File: src/rtl/request_encoder.sv
// 4-to-2 handshaked request encoder: latches request pulses and presents one
// requester's index with an enable qualifier until the consumer acknowledges it.
//
// state | meaning
// ------+----------------------------------------------------------
// IDLE  | no code presented (enable=0); grant on next edge if any pending
// HOLD  | code presented (enable=1); address frozen until ack
module request_encoder #(
    parameter bit ROUND_ROBIN = 1'b1
) (
    input  logic clk,
    input  logic reset_n,
    input  logic in0,
    input  logic in1,
    input  logic in2,
    input  logic in3,
    input  logic ack,
    output logic address0,
    output logic address1,
    output logic enable
);

    typedef enum logic {
        IDLE = 1'b0,
        HOLD = 1'b1
    } state_t;

    state_t     state_q, state_d;
    logic [3:0] pending_q, pending_d;
    logic [1:0] ptr_q, ptr_d;
    logic [1:0] addr_q, addr_d;
    logic [3:0] clr;
    logic [1:0] sel;

    // Scan from ptr upward; descending loop so the smallest offset wins.
    always_comb begin
        sel = ptr_q;
        for (int k = 3; k >= 0; k--) begin
            if (pending_q[ptr_q + 2'(k)]) begin
                sel = ptr_q + 2'(k);
            end
        end
    end

    always_comb begin
        state_d = state_q;
        addr_d  = addr_q;
        ptr_d   = ptr_q;
        clr     = 4'b0000;
        case (state_q)
            IDLE: begin
                if (|pending_q) begin
                    addr_d  = sel;
                    state_d = HOLD;
                end
            end
            HOLD: begin
                if (ack) begin
                    clr[addr_q] = 1'b1;
                    state_d     = IDLE;
                    if (ROUND_ROBIN) begin
                        ptr_d = addr_q + 2'd1;
                    end
                end
            end
            default: state_d = IDLE;
        endcase
        // A new pulse on the accept edge re-arms the line.
        pending_d = (pending_q & ~clr) | {in3, in2, in1, in0};
    end

    always_ff @(posedge clk or negedge reset_n) begin
        if (!reset_n) begin
            state_q   <= IDLE;
            pending_q <= 4'b0000;
            ptr_q     <= 2'b00;
            addr_q    <= 2'b00;
        end else begin
            state_q   <= state_d;
            pending_q <= pending_d;
            ptr_q     <= ptr_d;
            addr_q    <= addr_d;
        end
    end

    assign enable   = (state_q == HOLD);
    assign address0 = addr_q[0];
    assign address1 = addr_q[1];

endmodule
File: config.mk
export PLATFORM = sky130hd
export DESIGN_NAME = request_encoder
export DESIGN_NICKNAME = d
export VERILOG_FILES = /design/src/rtl/request_encoder.sv
export SDC_FILE = /design/constraint.sdc
export NUM_CORES = 1
export LEC_CHECK = 0
export ABC_AREA = 1
export CORE_MARGIN = 2
export CORE_UTILIZATION = 45
export CTS_CLUSTER_SIZE = 14
export DETAILED_ROUTE_END_ITERATION = 10
export HOLD_SLACK_MARGIN = 0.15
export PLACE_DENSITY = 0.68
export SLEW_MARGIN = 5
export SYNTH_ARGS = -nofsm -noshare
export SYNTH_HDL_FRONTEND = slang
export SYNTH_SLANG_ARGS = --single-unit
File: constraint.sdc
create_clock -name clk -period 1.35 [get_ports clk]
set_clock_uncertainty 0.05 [all_clocks]
set_input_delay 0.27 -clock clk [delete_from_list [all_inputs] [get_ports clk]]
set_output_delay 0.27 -clock clk [all_outputs]
set_load 0.02 [all_outputs]
==> results of run 1 <==
-- worst reg2reg max path, delay by kind of cell, from the launching register on --
kind | cells | cell delay (ns)
buf+inv | 1 | 0.14
flops | 1 | 0.40
simple gates | 11 | 0.67
-- cells in the final DEF (no fill, tap or decap) --
cell type	synthesis	final
nor2_1	2	2
a21oi_1	1	1
nand3_2	0	3
a21o_1	4	4
buf_4	0	14
inv_1	12	9
nand3_1	11	8
inv_2	1	4
dlygate4sd2_1	0	3
nand4_1	1	1
o21ai_0	3	3
nand2_1	33	21
ha_1	4	4
o211ai_1	1	1
clkbuf_1	0	1
dfrtp_1	9	9
nand2_2	1	12
buf_6	1	2
o21ai_4	0	1
clkbuf_4	0	3
nand2_4	0	1
a31oi_1	1	1
clkdlybuf4s50_1	0	6
-- metal layers --
metal | track usage | part of all wire | vias to the layer above
met4 | 0.150 | 0.027 | 0
met1 | 0.235 | 0.42 | 280
met3 | 0.0326 | 0.029 | 4
met5 | 0 | 0 | -
li1 | - | - | 333
met2 | 0.389 | 0.53 | 8
-- power groups by stage --
stage | clock network [µW] | registers [µW] | logic, µW
after floorplan | 0 | 517 | 692
after global placement | 0 | 442 | 1220
after detailed placement | 0 | 443 | 1240
after CTS | 216 | 444 | 1350
after global routing | 233 | 458 | 1730
final | 208 | 442 | 1540
-- cells by family after synthesis --
kind of cell             after synthesis
AO/OA/AOI/OAI                         11
adder cells (fa/ha/maj)                4
buffers and inverters                 14
flip-flops                             9
AND/OR/NAND/NOR                       48
-- state kept, by name (all words and copies together) (netlist names) --
| register | count |
|---|---|
| ptr_q | 2 |
| addr_q | 2 |
| pending_q | 4 |
| enable | 1 |
-- stage by stage --
| stage | cell area [µm²] | hold WS (ns) |
|---|---|---|
| final | 912 | 0.251 |
| after global routing | 912 | 0.281 |
| after CTS | 857 | 0.262 |
| after detailed placement | 787 | 0.423 |
| after global placement | 787 | 0.417 |
| after floorplan | 607 | -0.0756 |
-- what timing repair did --
action                                  4_1_cts  5_1_grt
setup buffers                                 3        2
gates resized for setup                      11       14
pin swaps                                     3        4
endpoints found under the setup margin        4        2
cloned                                        0        0
-- final timing paths --
| path | from | end | depth (start not counted) | slack (ns) |
|---|---|---|---|---|
| setup / recovery | ptr_q[0] | addr_q[0] | 12 | -0.02 |
| hold / removal | reset_n | pending_q[1] | 1 | 0.25 |
| setup reg to reg | ptr_q[0] | addr_q[0] | 12 | -0.02 |
| hold reg to reg | pending_q[3] | pending_q[3] | 1 | 0.46 |
| max in group asynchronous | reset_n | pending_q[3] | 1 | 0.71 |
| min in group clk | pending_q[3] | pending_q[3] | 1 | 0.46 |
-- area by class of cell --
| cell class | instances | area share |
|---|---|---|
| multi-input cells | 63 | 0.416 |
| well taps | 15 | 0.0206 |
| clock buffers | 4 | 0.0288 |
| inverters | 13 | 0.0535 |
| flip-flops and latches | 9 | 0.247 |
| repair buffers | 25 | 0.235 |
==> out/results.ini, run 1 <==
[synthesis]
syn-num-nets = 97
netlist.top_cell.by_area = dfrtp_1
synth_flop_cell = dfrtp_1
yosysWarnings = 0
synth_fa_ha_area_frac = 0.0825
synth_cells = 86
synth-seq-area-share = 0.371
synth_common_cells = 33 x nand2_1, 12 x inv_1, 11 x nand3_1
ys_types = 16
post-synth-top-count-cell = nand2_1
synthesis.area_um2 = 607
yosys_register_bits = 9
synth_area_leaders = dfrtp_1 37%, nand2_1 20%, nand3_1 9.1%, ha_1 8.2%, inv_1 7.4%
synth_mux_area_frac = 0
synth_top_area_share = 0.371
synth-compound-area-share = 0.120
syn-mean-instance-area_um2 = 7.06
synth_top_family_by_area = simple AND/OR/NAND/NOR gates
yosys.area_share.simple = 0.328
synth_xor_area_frac = 0
async_flop_share = 1.00
synth_edf_count = 0

[clocking]
postCtsHoldBufs = 0
cts_tree = yes
root_buffer = clkbuf_4
htree_levels = 1
path_clk_slew_ns = 0.06
cts_made_buffers = 3
insertion_delay_ns = 0.26
clock-sinks = 9
cts_buffer_depth = 2

[worst_setup_path]
slowest_delay_ns = 0.40
critical-path-top-delay-family = simple AND/OR/NAND/NOR gates
cp.required_ns = 1.45
crit_top_cell = nand2_1
path_buf_inv = 1
worst-path-max-fanout = 5
end_kind = flip-flop
cp.arrival_ns = 1.47
cp_slowest_cell = dfrtp_1
worst_setup_path_start_kind = flip-flop
criticalPathCategory = reg -> reg
cp_cell_sequence = buf_6, nand2_1, nand2_2, nand2_2, nand2_1, nand2_1, nand2_2, nand2_1, nand2_1, nand2_1, nand2_1, nand2_1

[placed_design]
place.detailed.hpwl_um = 1030
place_inst = 120
portBuffers = 9
place_ws_ns = -0.0210
place_congestion = 0.736

[routing]
route.antenna.remaining_nets = 0
drt_wl_total_um = 1510
drc = 0
drt_iter0_markers = 0
route.detailed.wl_per_inst_um = 11.7
vias = 625
drt-pass1-iter-count = 1
avgViaCountPerCell = 4.84

[timing]
tightestPinTransition_ns = 0.406
relSlewSlack = 0.728
setup-violations-final = 2
fmax_ghz = 0.731
layout_setup_ws_ns = -0.0172
hold_viol_final = 0
setup_tns_ns = -0.0231
period_minus_slack_ns = 1.37
post-route-period-util = 1.01
grt_setup_unrepaired = yes
finalMaxSlewViolations = 0

[power_and_ir_drop]
pwr-share-comb = 0.703
seq_power_share = 0.202
intPower_uw = 1180
cellPowerDensity_mw_per_mm2 = 2400
max-vdd-ir-drop_v = 0.00134
clock_power_share = 0.095
sw_frac_of_total = 0.461
power_uw = 2190
p_sw_uw = 1010
p_leak_uw = 0.000503

[global_routing]
grt-ovfl-total = 0
grt_pass1_vias = 589
grt_pass1_wl_um = 2280
grt_usage = 0.219
grt_max_degree = 10
antenna_found_initial = 0

[final_layout]
multi_input_area_um2 = 379
seqCellArea_um2 = 225
final_cells = 129
area_growth_pct = 50.3
fillerInstances = 102
n_antenna_cell = 0
final_core_util = 0.710
drive_above_1_share = 0.351
nets = 126

[die]
fp.dieW_um = 40.7
initial_core_util = 0.472
fp.coreArea_mm2 = 0.00128
fp.dieH_um = 40.7
io_pins = 10
rows = 13
die_area_mm2 = 0.00166

[min_path]
hold_path.class = in -> async

[run_status]
status = finished with violations
failed_checks = negative setup slack

[job]
drv_cap = 0

No activity file was read; power rests on OpenSTA's default activity.
==> run 2, diff against run 1 <==
--- a/config.mk
+++ b/config.mk
@@ -8,6 +8,7 @@
 export ABC_AREA = 1
 export CORE_MARGIN = 2
 export CORE_UTILIZATION = 45
+export CTS_BUF_LIST = sky130_fd_sc_hd__clkbuf_8 sky130_fd_sc_hd__clkbuf_16
 export CTS_CLUSTER_SIZE = 14
 export DETAILED_ROUTE_END_ITERATION = 10
 export HOLD_SLACK_MARGIN = 0.15
==> constraint.sdc (replaced) <==
create_clock -name clk -period 1.8 [get_ports clk]
set_clock_uncertainty 0.05 [all_clocks]
set_input_delay 0.36 -clock clk [delete_from_list [all_inputs] [get_ports clk]]
set_output_delay 0.36 -clock clk [all_outputs]
set_load 0.02 [all_outputs]
==> run 2 against run 1 <==
Net effect:
- worst hold slack improved by 0.13 ns
- sequential power decreased by 14%
- largest cell class unchanged
- register-to-register slack improved by 0.35 ns
- total power decreased by 40%
- critical path depth decreased by 11
- the run now ends clean
==> out/results.ini, run 2 (synthesis gave the netlist of run 1 again) <==
[timing]
relSlewSlack = 0.728
tightestPinTransition_ns = 0.407
post-route-period-util = 0.963
grt_setup_unrepaired = no
hold_viol_final = 0
finalMaxSlewViolations = 0
setup_tns_ns = 0
period_minus_slack_ns = 1.73
fmax_ghz = 0.577
setup-violations-final = 0

[die]
fp.dieW_um = 40.7
fp.coreArea_mm2 = 0.00128
initial_core_util = 0.472
die_area_mm2 = 0.00166
fp.dieH_um = 40.7
io_pins = 10
rows = 13

[routing]
drt_iter0_markers = 2
drt-pass1-iter-count = 2
drt_wl_total_um = 1200
avgViaCountPerCell = 4.93
drc = 0
route.detailed.wl_per_inst_um = 10.5
vias = 562
route.antenna.remaining_nets = 0

[run_status]
status = finished clean

[clocking]
cts_buffer_depth = 2
htree_levels = 1
postCtsHoldBufs = 0
cts_made_buffers = 3
cts_tree = yes
cts_resized = 0
clock-sinks = 9
post_cts_buffers = 0
insertion_delay_ns = 0.23
path_clk_slew_ns = 0.04
root_buffer = clkbuf_8

[worst_setup_path]
end_kind = output port
critical-path-top-delay-family = buffers and inverters
cp.required_ns = 1.39
cp_slowest_cell = clkdlybuf4s50_1
cp_cell_sequence = clkdlybuf4s50_1
criticalPathCategory = reg -> out
worst-path-max-fanout = 6
slowest_delay_ns = 0.64
path_buf_inv = 1
worst_setup_path_start_kind = flip-flop
cp.arrival_ns = 1.32

[placed_design]
place_congestion = 0.710
portBuffers = 9
place_inst = 110
place.detailed.hpwl_um = 935

[final_layout]
n_antenna_cell = 0
area_growth_pct = 24.7
nets = 111
drive_above_1_share = 0.0707
largest-register = pending_q
final_cell_mix = 33 x nand2_1, 13 x inv_1, 11 x nand3_1
final_common_cell = nand2_1
largest_register_ffs = 4
final_cells = 114
fillerInstances = 139
top_regs = pending_q x4, addr_q x2, ptr_q x2

[global_routing]
grt_max_degree = 10
grt-ovfl-total = 0
antenna_found_initial = 0
grt_pass1_vias = 505
grt_pass1_wl_um = 2040
grt_usage = 0.194

[power_and_ir_drop]
max-vdd-ir-drop_v = 0.000798
p_leak_uw = 0.000417
cellPowerDensity_mw_per_mm2 = 1740

[min_path]
hold_path.class = in -> async

[job]
drv_cap = 0

[run 2: report_power, final]
part	switching [µW]	leakage, µW	total, µW	internal [µW]
Sequential	101	0.0000956	378	277
Combinational	427	0.000295	721	294
Clock	74.2	0.0000269	222	148
[run 2: through the flow]
| stage | instance area (µm²) | setup WS, ns | util | hold WS [ns] | power (µW) |
|---|---|---|---|---|---|
| floorplan | 607 | 0.576 | - | 0.0144 | 907 |
| global placement | 712 | 0.320 | 0.554 | 0.415 | 1090 |
| detailed placement | 712 | 0.324 | 0.554 | 0.420 | 1100 |
| CTS | 757 | 0.0695 | 0.589 | 0.395 | 1330 |
| global route | 757 | 0.0154 | 0.589 | 0.429 | 1460 |
| finish | 757 | 0.0662 | 0.589 | 0.381 | 1320 |
[run 2: final cells by class]
class                   count  area (µm²)  area share
well taps                  15        18.8      0.0248
clock buffers               3        41.3      0.0545
inverters                  13        48.8      0.0645
clock inverters             1        3.75     0.00496
repair buffers             10        97.6       0.129
multi-input cells          63         322       0.425
flip-flops and latches      9         225       0.298
[run 2: final timing paths]
kind	to	slack, ns	cells after the start	from
setup / recovery	address0	0.07	1	addr_q[0]
min in group clk	pending_q[1]	0.43	1	pending_q[1]
hold / removal	pending_q[1]	0.38	1	reset_n
setup reg to reg	addr_q[0]	0.33	12	ptr_q[0]
hold reg to reg	pending_q[1]	0.43	1	pending_q[1]
max in group asynchronous	pending_q[3]	1.03	1	reset_n
[run 2: layer usage]
layer / vias up / wire length (µm) / track usage / part of all wire
met2: 8 / 552 / 0.290 / 0.46
met4: 0 / 36 / 0.158 / 0.030
li1: 298 / - / - / -
met1: 252 / 583 / 0.248 / 0.49
met3: 4 / 26 / 0.0217 / 0.022
met5: - / 0 / 0 / 0
==> run 3, diff against run 2 <==
==> constraint.sdc (replaced) <==
create_clock -name clk -period 1.9 [get_ports clk]
set_clock_uncertainty 0.05 [all_clocks]
set_input_delay 0.38 -clock clk [delete_from_list [all_inputs] [get_ports clk]]
set_output_delay 0.38 -clock clk [all_outputs]
set_load 0.02 [all_outputs]
==> run 3 against run 2 <==
Net effect:
- design area is the same
- cell count unchanged
- non-clock buffer count did not move
- critical endpoint is now enable
- largest power group unchanged
==> out/results.ini, run 3 (synthesis gave the netlist of run 1 again) <==
[clocking]
root_buffer = clkbuf_8
cts_resized = 0
cts_made_buffers = 3
cts_tree = yes
clock-sinks = 9
cts_buffer_depth = 2
path_clk_slew_ns = 0.05
post_cts_buffers = 0
insertion_delay_ns = 0.23
htree_levels = 1
postCtsHoldBufs = 0

[placed_design]
place_congestion = 0.696
portBuffers = 9
place.detailed.hpwl_um = 924

[die]
die_area_mm2 = 0.00166
fp.coreArea_mm2 = 0.00128
fp.dieH_um = 40.7
fp.dieW_um = 40.7
rows = 13
io_pins = 10
initial_core_util = 0.472

[run_status]
status = finished clean

[routing]
drt_iter0_markers = 18
vias = 577
drc = 0
route.detailed.wl_per_inst_um = 11.3
drt_wl_total_um = 1280
avgViaCountPerCell = 5.06
drt-pass1-iter-count = 4
route.antenna.remaining_nets = 0

[timing]
tightestPinTransition_ns = 0.417
period_minus_slack_ns = 1.75
relSlewSlack = 0.721
fmax_ghz = 0.571
grt_setup_unrepaired = no
setup-violations-final = 0
post-route-period-util = 0.922
hold_viol_final = 0
setup_tns_ns = 0
finalMaxSlewViolations = 0

[worst_setup_path]
slowest_delay_ns = 0.65
cp.required_ns = 1.47
cp_cell_sequence = clkdlybuf4s50_1
r2r_cells = 12
criticalPathCategory = reg -> out
path_buf_inv = 1
path_depth = 1
cp.arrival_ns = 1.32
end_kind = output port
cp_slowest_cell = clkdlybuf4s50_1
worst-path-max-fanout = 7
critical-path-top-delay-family = buffers and inverters
worst_setup_path_start_kind = flip-flop

[final_layout]
final_core_util = 0.589
top_regs = pending_q x4, addr_q x2, ptr_q x2
final_common_cell = nand2_1
largest_register_ffs = 4
fillerInstances = 124
final_cell_mix = 33 x nand2_1, 13 x inv_1, 11 x nand3_1
multi_input_area_um2 = 322
largest-register = pending_q
seqCellArea_um2 = 225
area_growth_pct = 24.7
nets = 111
n_antenna_cell = 0
drive_above_1_share = 0.0707

[power_and_ir_drop]
power_uw = 1270
sw_frac_of_total = 0.463
seq_power_share = 0.277
intPower_uw = 683
cellPowerDensity_mw_per_mm2 = 1680
clock_power_share = 0.172
p_leak_uw = 0.000417
pwr-share-comb = 0.551
p_sw_uw = 589
max-vdd-ir-drop_v = 0.000868

[global_routing]
grt-ovfl-total = 0
grt_usage = 0.212
grt_pass1_wl_um = 2240
grt_max_degree = 10
antenna_found_initial = 0
grt_pass1_vias = 545

[job]
drv_cap = 0

[min_path]
hold_path.class = in -> async

-- run 3: power by group through the flow --
stage | clock (µW) | sequential (µW) | combinational (µW)
after floorplan | 0 | 367 | 492
after global placement | 0 | 353 | 682
after detailed placement | 0 | 356 | 682
after CTS | 219 | 353 | 707
after global routing | 230 | 368 | 818
final | 219 | 352 | 701
-- run 3: layout make-up --
| cell class | count | area share |
|---|---|---|
| Clock buffer | 3 | 0.0545 |
| Clock inverter | 1 | 0.00496 |
| Inverter | 13 | 0.0645 |
| Multi-Input combinational cell | 63 | 0.425 |
| Sequential cell | 9 | 0.298 |
| Tap cell | 15 | 0.0248 |
| Timing Repair Buffer | 10 | 0.129 |
-- run 3: worst register-to-register path: stages, from the launching register on --
cell and delay, ns:
dfrtp_1 0.44, inv_1 0.18, nand2_1 0.12, nand3_1 0.10, nand2_1 0.06, inv_1 0.05
nand2_1 0.04, nand2_1 0.07, nand2_1 0.05, nand2_1 0.05, nand2_1 0.05, nand2_1 0.06
nand2_1 0.05
-- run 3: final timing paths --
kind	slack (ns)	to	start
worst max-delay path	0.15	enable	enable
worst min-delay path	0.40	enable	reset_n
worst max register to register	0.45	addr_q[0]	ptr_q[0]
worst min register to register	0.43	pending_q[1]	pending_q[1]
max in group asynchronous	1.11	ptr_q[1]	reset_n
min in group clk	0.43	pending_q[1]	pending_q[1]
-- run 3: metal layers --
layer	up-vias	GRT usage	wire (µm)
li1	299	-	-
met1	260	0.256	607
met2	14	0.341	603
met3	4	0.0435	46
met4	0	0.133	27
met5	-	0	0
-- run 3: metrics by stage --
| stage | cells | instance area [µm²] | setup WS [ns] | hold WS (ns) |
|---|---|---|---|---|
| after floorplan | 86 | 607 | 0.676 | 0.0344 |
| after global placement | 110 | 712 | 0.412 | 0.415 |
| after detailed placement | 110 | 712 | 0.404 | 0.424 |
| after CTS | 114 | 757 | 0.144 | 0.413 |
| after global routing | 114 | 757 | 0.104 | 0.444 |
| final | 114 | 757 | 0.149 | 0.400 |
